`src/rtl/button_conditioner.sv`:
```
// button_conditioner: per-button 2-FF synchroniser, tick-based debouncer and press-pulse generator.
// Optional auto-repeat of press pulses while held, enabled by defining BUTTON_REPEAT_EN.
`default_nettype none

module button_conditioner #(
    parameter int N            = 4,
    parameter int STABLE_TICKS = 3,
    parameter int REPEAT_DELAY = 10,
    parameter int REPEAT_RATE  = 2
) (
    input  logic         clk,
    input  logic         clr,
    input  logic         tick,
    input  logic [N-1:0] btn_raw,
    output logic [N-1:0] btn_level,
    output logic [N-1:0] btn_press
);

    localparam int            CW     = $clog2(STABLE_TICKS + 1);
    localparam logic [CW-1:0] C_LAST = CW'(STABLE_TICKS - 1);

    logic [N-1:0] r_sync1;
    logic [N-1:0] r_sync2;
    logic [N-1:0] r_level;
    logic [N-1:0] r_press;

    always_ff @(posedge clk or negedge clr) begin
        if (!clr) begin
            r_sync1 <= '0;
            r_sync2 <= '0;
        end else begin
            r_sync1 <= btn_raw;
            r_sync2 <= r_sync1;
        end
    end

    for (genvar i = 0; i < N; i++) begin : g_bit
        logic [CW-1:0] r_cnt;
        logic          w_diff;
        logic          w_qual;
        logic          w_rise;
        logic          w_fall;
        logic          w_rep_pulse;

        assign w_diff = r_sync2[i] ^ r_level[i];
        assign w_qual = tick & w_diff & (r_cnt == C_LAST);
        assign w_rise = w_qual & r_sync2[i];
        assign w_fall = w_qual & ~r_sync2[i];

        // Any return of sync to the current level restarts qualification, tick or not.
        always_ff @(posedge clk or negedge clr) begin
            if (!clr) begin
                r_cnt      <= '0;
                r_level[i] <= 1'b0;
            end else if (!w_diff) begin
                r_cnt <= '0;
            end else if (tick) begin
                if (r_cnt == C_LAST) begin
                    r_level[i] <= r_sync2[i];
                    r_cnt      <= '0;
                end else begin
                    r_cnt <= r_cnt + 1'b1;
                end
            end
        end

`ifdef BUTTON_REPEAT_EN
        localparam int            RW       = $clog2(REPEAT_DELAY + 1);
        localparam logic [RW-1:0] C_RHIT   = RW'(REPEAT_DELAY - 1);
        localparam logic [RW-1:0] C_RELOAD = RW'(REPEAT_DELAY - REPEAT_RATE);

        logic [RW-1:0] r_rep;

        // A release qualifying on this edge suppresses the repeat pulse on the same edge.
        assign w_rep_pulse = tick & r_level[i] & ~w_fall & (r_rep == C_RHIT);

        always_ff @(posedge clk or negedge clr) begin
            if (!clr) begin
                r_rep <= '0;
            end else if (!r_level[i] || w_fall) begin
                r_rep <= '0;
            end else if (tick) begin
                if (r_rep == C_RHIT) begin
                    r_rep <= C_RELOAD;
                end else begin
                    r_rep <= r_rep + 1'b1;
                end
            end
        end
`else
        assign w_rep_pulse = 1'b0;
`endif

        always_ff @(posedge clk or negedge clr) begin
            if (!clr) begin
                r_press[i] <= 1'b0;
            end else begin
                r_press[i] <= w_rise | w_rep_pulse;
            end
        end
    end

    assign btn_level = r_level;
    assign btn_press = r_press;

endmodule

`default_nettype wire
```
`config.mk`:
```
export PLATFORM = sky130hd
export DESIGN_NAME = button_conditioner
export DESIGN_NICKNAME = d
export VERILOG_FILES = /design/src/rtl/button_conditioner.sv
export SDC_FILE = /design/constraint.sdc
export NUM_CORES = 1
export LEC_CHECK = 0
export CAP_MARGIN = 30
export CORE_ASPECT_RATIO = 1.5
export CORE_MARGIN = 2
export CORE_UTILIZATION = 42
export DETAILED_ROUTE_END_ITERATION = 6
export PLACE_DENSITY = 0.73
export SLEW_MARGIN = 20
export SYNTH_ARGS = -nofsm -noshare
export SYNTH_HDL_FRONTEND = slang
export SYNTH_SLANG_ARGS = --single-unit
```
`constraint.sdc`:
```
create_clock -name clk -period 3 [get_ports clk]
set_input_delay 0.45 -clock clk [delete_from_list [all_inputs] [get_ports clk]]
set_output_delay 0.45 -clock clk [all_outputs]
set_load 0.01 [all_outputs]
```
Yosys cells after proc, flatten, opt, wreduce, memory -nomap -nowiden
Index checks and enable logic that the tools add are counted.
{"block": "totals", "register_bits": 24}
{"block": "op_classes", "addsub": 4, "eq_ne": 8, "n_mux": 12, "bitwise": 16, "reduce_logical": 4}
{"op": "$mux W2", "count": 12}
{"op": "$and A1 B1 Y1", "count": 12}
{"op": "$reduce_and A3 Y1", "count": 4}
{"op": "$add A2 B1 Y2 const B", "count": 4}
{"op": "$eq A2 B2 Y1 const B", "count": 4}
{"op": "$ne A2 B2 Y1 const B", "count": 4}
{"op": "$xor A1 B1 Y1", "count": 4}

Depth between registers and ports, before layout
Gate-level depths: netlist (run 1).
{"block": "depth", "depth_word": 4, "depth_mapped": 3, "depth_no_buf": 2}

Least setup slack after synthesis (run 1)
No wires, ideal clock.
{"block": "synth_path", "path_type": "input to register", "start": "input port tick", "end": "register r_level[2] (netlist: btn_level[2])", "setup_ps": 128, "arrival_ps": 993, "required_ps": 2872, "slack_ps": 1880, "stages": 3, "path_buffers": 1, "cell_sequence": "buf_4 > nand3b_1 > mux2_1"}
{"block": "synth_between", "elab_chain_len": 1}
{"element": "start, declared", "line_no": "13", "rtl": "input logic tick,"}
{"element": "$reduce_and A3 Y1 (no line)"}
{"element": "end signal, assigned by index", "line_no": "59", "rtl": "r_level[i] <= r_sync2[i];"}
{"element": "end, declared", "line_no": "24", "rtl": "logic [N-1:0] r_level;"}
No other way between the ends.
A chain may end at the register's enable or synchronous reset.

Worst setup path in the final report (run 1)
{"block": "layout_path", "start": "register r_level[0] (netlist: btn_level[0])", "end": "output port btn_level[0]"}
{"element": "end, declared", "line_no": "15", "rtl": "output logic [N-1:0] btn_level,"}
No word-level cell between the ends.

==> out/results.ini, run 1 <==
[flow_run]
max-cap-violations=0

[worst_setup_path]
critPathBufInv=1
critical-path-top-delay-family=buffers and inverters
crit_fanout=4
critPathLaunchType=flip-flop
path_cells=clkdlybuf4s50_1
cp_slowest_cell=clkdlybuf4s50_1
crit_arrival_ns=1.28
cp-end-kind=output port
cpPeakStageDelay_ns=0.56
worst_ep_required_time_ns=2.55
crit_type=flip-flop to output port

[clock_tree]
root_buffer=clkbuf_4
insertion_delay_ns=0.30
cts_inserted_buffers=3
cts_htree_levels=1
clk_pin_slew_ns=0.12
cts_resized=0
cts_hold_buf=0
cts_setup_buffers=0
clockBufferDepth=2
cts_tree=built
cts_sinks=24

[final_layout]
final_nets=91
fillers=181
antenna_cells=0
postLayoutCoreUtil_pct=53.7
drive_above_1_share_pct=7.32
multi_input_area_um2=303
final-seq-area_um2=601
syn_to_final_growth_pct=20.2

[routing]
routed_wl_mm=1.28
avgViaCountPerCell=4.98
vias=518
routedWlPerCell_um=12.3
drt_iter0_markers=8
antenna_left=0
drc=0
dr.pass1.iters=4

[sta]
finClkSkew_ns=0.000287
worst_slew_pin_slew_ns=0.497
period_share_pct=57.6
finalSetupViolCount=0
hold_slack_ns=0.364
setup_ws_ns=1.27
fmax_ghz=0.579
finalCriticalPeriod_ns=1.73
slew_headroom_pct=66.8
finalHoldViolCount=0
rsz0062_at_grt=no
setup_tns_ns=0
slew_viol_final=0

[yosys]
synth_area_um2=916
synth_common_cells=dfrtp_1, nand2b_1, nand3b_1
synth.avg_cell_area_um2=13.9
synth_top_area_share_pct=65.6
ys_types=11
synth_edf_count=0
yosys-top-cells-area=dfrtp_1, nand3b_1, nand2b_1
synth_top_area_cell=dfrtp_1
synth.most_common_cell=dfrtp_1
syn_inst=66
synth_nets=73
synth_seq_area_share_pct=65.6
yosysWarningCount=0
synthFlopType=dfrtp_1
async_flop_share_pct=100
ys_ff_latch=24

[power_and_ir_drop]
peakVddDrop_mv=0.443
p_leak_nw=0.455
powerDensity_mw_per_mm2=751

[place]
portBuffers=14
place.gp.congestion=0.658
dp_hpwl_um=864
post-place-ws_ns=1.10

[floorplanning]
row_count=20
fp.dieH_um=61.2
dieWidth_um=42.1
coreArea_mm2=0.00205
die-area_mm2=0.00258
initial_core_util_pct=44.6
io_pins=15

[worst_hold_path]
hp-class=flip-flop to flip-flop

[global_route]
grt_max_degree=25
grt_pass1_wl_mm=2.26
first_global_vias=530
grt-ovfl-total=0
antenna_found_initial=0
grt_use_total_pct=11.7

[status]
status=complete, no violations

[cell families (layout without fill, tap and decap cells)]
logic type / after synthesis / after routing / share of synthesized area [%]
and+or+nand+nor: 24 / 24 / 19.1
buffers and inverters: 2 / 18 / 1.37
xor gates and xnor gates: 4 / 4 / 3.82
muxes: 4 / 4 / 4.92
DFF: 24 / 24 / 65.6
AOI/OAI and AO/OA: 8 / 8 / 5.19
[worst reg2reg max path, delay by kind of cell (launching register included)]
family        cells  cell delay [ns]
mux               1             0.34
flops             1             0.43
simple gates      1             0.21
[report_power, final]
group          internal [W]  switching, W
registers          0.000396     0.0000685
clock network     0.0000469     0.0000867
logic              0.000138     0.0000903
[layout make-up]
class	count	share of cell area, %
timing repair buffer	15	13.4
tap	22	2.50
multi-input combinational	40	27.5
clock buffer	3	2.05
sequential	24	54.5
[cells in the final DEF, fill, tap and decap left out, drive strengths merged]
master and count:
nor3b 4, xnor2 4, clkdlybuf4s50 14, buf 1, mux2 4, dfrtp 24
or3b 4, a21oi 8, nand2b 8, clkbuf 3, nand3b 8
[path summary, 6_finish.rpt]
kind	start	end	slack [ns]	depth (start not counted)
setup / recovery	btn_level[0]$_DFFE_PN0P_	btn_level[0]	1.27	1
hold / removal	r_sync1[2]$_DFF_PN0_	r_sync2[2]$_DFF_PN0_	0.36	0
setup reg to reg	g_bit[2].r_cnt[0]$_DFFE_PN0P_	btn_level[2]$_DFFE_PN0P_	1.93	2
hold reg to reg	r_sync1[2]$_DFF_PN0_	r_sync2[2]$_DFF_PN0_	0.36	0
max in group asynchronous	clr	r_sync1[0]$_DFF_PN0_	2.28	2
min in group asynchronous	clr	g_bit[1].r_cnt[1]$_DFFE_PN0P_	0.49	2
[flip-flops by register name (all words and copies together), names as in the netlist]
name         cells
r_sync1          4
btn_level        4
r_sync2          4
g_bit.r_cnt      8
btn_press        4
[stage by stage]
stage,cell area [µm²],instances,power (W)
floorplan,916,66,0.000599
finish,1100,104,0.000827
detailed placement,1080,101,0.000705
global route,1100,104,0.000883
CTS,1100,104,0.000840
global placement,1080,101,0.000691
[metal layers]
layer / global-route usage, % / vias up / share of wire [%] / routed length (µm)
met5: 0 / - / 0 / 0
met4: 8.04 / 0 / 1.2 / 16
met3: 1.76 / 2 / 2.5 / 32
met2: 19.4 / 6 / 52 / 663
met1: 14.2 / 252 / 44 / 570
li1: - / 258 / - / -
(Power assumes the default switching activity.)
==> run 2: changes to the inputs <==
- PLACE_DENSITY: 0.73 -> 0.76
- clock period: 3 -> 1.42 ns (I/O delays scaled with it)
==> run 2 against run 1 <==
Count of clock-buffer cells in the layout stayed put. Clock power is 110% higher. Combinational power grew to 2.5 times the previous value. Die area stayed put. Power is 120% higher. Routed wire length is 1.8% lower.
==> out/results.ini, run 2 (synthesis gave the netlist of run 1 again) <==
[status]
status=complete, no violations  ; unchanged

[floorplanning]
io_pins=15  ; unchanged
row_count=20  ; unchanged
dieWidth_um=42.1  ; unchanged
fp.dieH_um=61.2  ; unchanged
initial_core_util_pct=44.6  ; unchanged
coreArea_mm2=0.00205  ; unchanged
die-area_mm2=0.00258  ; unchanged

[final_layout]
largest_register_ffs=8  ; unchanged
syn_to_final_growth_pct=26.5  ; was 20.2%
fillers=167  ; was 181
final_area_mm2=0.00116  ; was 0.00110 mm²
regMostFlops=g_bit.r_cnt  ; unchanged
drive_above_1_share_pct=12.6  ; was 7.32%
multi_input_area_um2=303  ; unchanged
final_common_cell=dfrtp_1  ; unchanged
final_nets=96  ; was 91
instances_no_fill=109  ; was 104
antenna_cells=0  ; unchanged
final-seq-area_um2=601  ; unchanged
mostFrequentLayoutCells=dfrtp_1, nand3b_1, nand2b_1, clkdlybuf4s50_1, a21oi_1  ; was dfrtp_1, clkdlybuf4s50_1, nand3b_1, nand2b_1, a21oi_1

[worst_setup_path]
crit_arrival_ns=1.15  ; was 1.28 ns
critPathBufInv=1  ; unchanged
cpPeakStageDelay_ns=0.53  ; was 0.56 ns
crit_fanout=1  ; was 4
crit_type=flip-flop to output port  ; unchanged
cp-end-kind=output port  ; unchanged
path_cells=clkdlybuf4s50_1  ; unchanged
worst_ep_required_time_ns=1.21  ; was 2.55 ns
critPathLaunchType=flip-flop  ; unchanged
cp_slowest_cell=clkdlybuf4s50_1  ; unchanged
critical-path-top-delay-family=buffers and inverters  ; unchanged

[routing]
highest_layer=met4  ; unchanged
avgViaCountPerCell=5.12  ; was 4.98
routedWlPerCell_um=11.6  ; was 12.3 µm
wl_met1_um=565  ; was 570 µm
drc=0  ; unchanged
wl_met2_um=630  ; was 663 µm
vias=558  ; was 518
drt_iter0_markers=5  ; was 8
antenna_left=0  ; unchanged
routed_wl_mm=1.26  ; was 1.28 mm
wl_met3_um=48  ; was 32 µm
dr.pass1.iters=4  ; unchanged

[flow_run]
max-cap-violations=0  ; unchanged

[sta]
slew_headroom_pct=80.4  ; was 66.8%
finClkSkew_ns=0.00169  ; was 0.000287 ns
rsz0062_at_grt=no  ; unchanged
setup_tns_ns=0  ; unchanged
slew_viol_final=0  ; unchanged
finalSetupViolCount=0  ; unchanged
hold_slack_ns=0.254  ; was 0.364 ns
period_share_pct=96.3
finalCriticalPeriod_ns=1.37
fmax_ghz=0.731
worst_slew_pin_slew_ns=0.293  ; was 0.497 ns
finalHoldViolCount=0  ; unchanged

[clock_tree]
insertion_delay_ns=0.29  ; was 0.30 ns
cts_inserted_buffers=3  ; unchanged
root_buffer=clkbuf_4  ; unchanged
cts_htree_levels=1  ; unchanged
cts_tree=built  ; unchanged
cts_sinks=24  ; unchanged
clk_pin_slew_ns=0.12  ; about the same
clockBufferDepth=2  ; unchanged

[place]
portBuffers=14  ; unchanged
place_inst=102  ; was 101
place.gp.congestion=0.652  ; was 0.658
placed_cell_area_mm2=0.00110  ; was 0.00108 mm²

[power_and_ir_drop]
switching_power_w=0.000526  ; was 0.000245 W
pwr-share-clk_pct=15.3  ; was 16.1%
p_sw_share_pct=29.2  ; was 29.7%
comb_power_share_pct=32.3  ; was 27.7%
power_frac_seq_pct=52.4  ; was 56.2%
powerDensity_mw_per_mm2=1550  ; was 751 mW/mm²
p_total_w=0.00180  ; was 0.000827 W
peakVddDrop_mv=0.707  ; was 0.443 mV
internal_power_w=0.00128  ; was 0.000582 W
p_leak_nw=0.550  ; was 0.455 nW

[global_route]
first_global_vias=509  ; was 530
grt-ovfl-total=0  ; unchanged
grt_pass1_wl_mm=2.24  ; was 2.26 mm
grt_max_degree=25  ; unchanged
antenna_found_initial=0  ; unchanged
grt_use_total_pct=11.5  ; was 11.7%

[worst_hold_path]
hp-class=input pin to async pin  ; was flip-flop to flip-flop

## run 2: final timing paths
kind                                                    start                  endpoint  slack [ns]  cells after the start
min in group clk                                   btn_raw[1]      r_sync1[1]$_DFF_PN0_        0.34                      1
worst min register to register           r_sync1[2]$_DFF_PN0_      r_sync2[2]$_DFF_PN0_        0.37                      0
max in group asynchronous                                 clr    btn_press[3]$_DFF_PN0_        0.94                      2
worst min-delay path                                      clr    btn_press[1]$_DFF_PN0_        0.25                      2
worst max-delay path                   btn_press[0]$_DFF_PN0_              btn_press[0]        0.05                      1
worst max register to register  g_bit[3].r_cnt[0]$_DFFE_PN0P_  btn_level[3]$_DFFE_PN0P_        0.36                      2
## run 2: worst register-to-register path: stages, from the launching register on
cell	delay, ns
dfrtp_1	0.42
nand3b_1	0.20
mux2_1	0.33
## run 2: layout make-up
cell class | count | share of cell area [%]
Timing Repair Buffer | 20 | 17.7
Sequential cell | 24 | 51.8
Clock buffer | 3 | 1.94
Tap cell | 22 | 2.38
Multi-Input combinational cell | 40 | 26.1
## run 2: metrics by stage
stage,setup WS [ns],utilization (%)
6_report,0.0527,56.5
5_1_grt,0.00367,56.5
4_1_cts,0.00638,56.0
3_5_place_dp,-0.0356,53.5
3_3_place_gp,-0.0123,53.5
2_1_floorplan,0.444,-
## run 2: routing by layer
layer | up-vias | global-route usage (%)
met5 | - | 0
met4 | 0 | 6.70
met3 | 2 | 2.05
li1 | 269 | -
met2 | 8 | 17.6
met1 | 279 | 15.7
## run 2: power groups by stage
stage	Sequential (W)	Clock [W]	Combinational [W]
final	0.000944	0.000275	0.000582
after global routing	0.000970	0.000314	0.000650
after CTS	0.000943	0.000286	0.000600
after detailed placement	0.000998	0	0.000496
after global placement	0.000982	0	0.000482
after floorplan	0.000998	0	0.000266
## run 2: timing repair
item / 4_1_cts / 5_1_grt
endpoints found under the setup margin: 4 / 4
hold buffers: 0 / 0
setup buffers: 4 / 0
resized for setup: 2 / 4
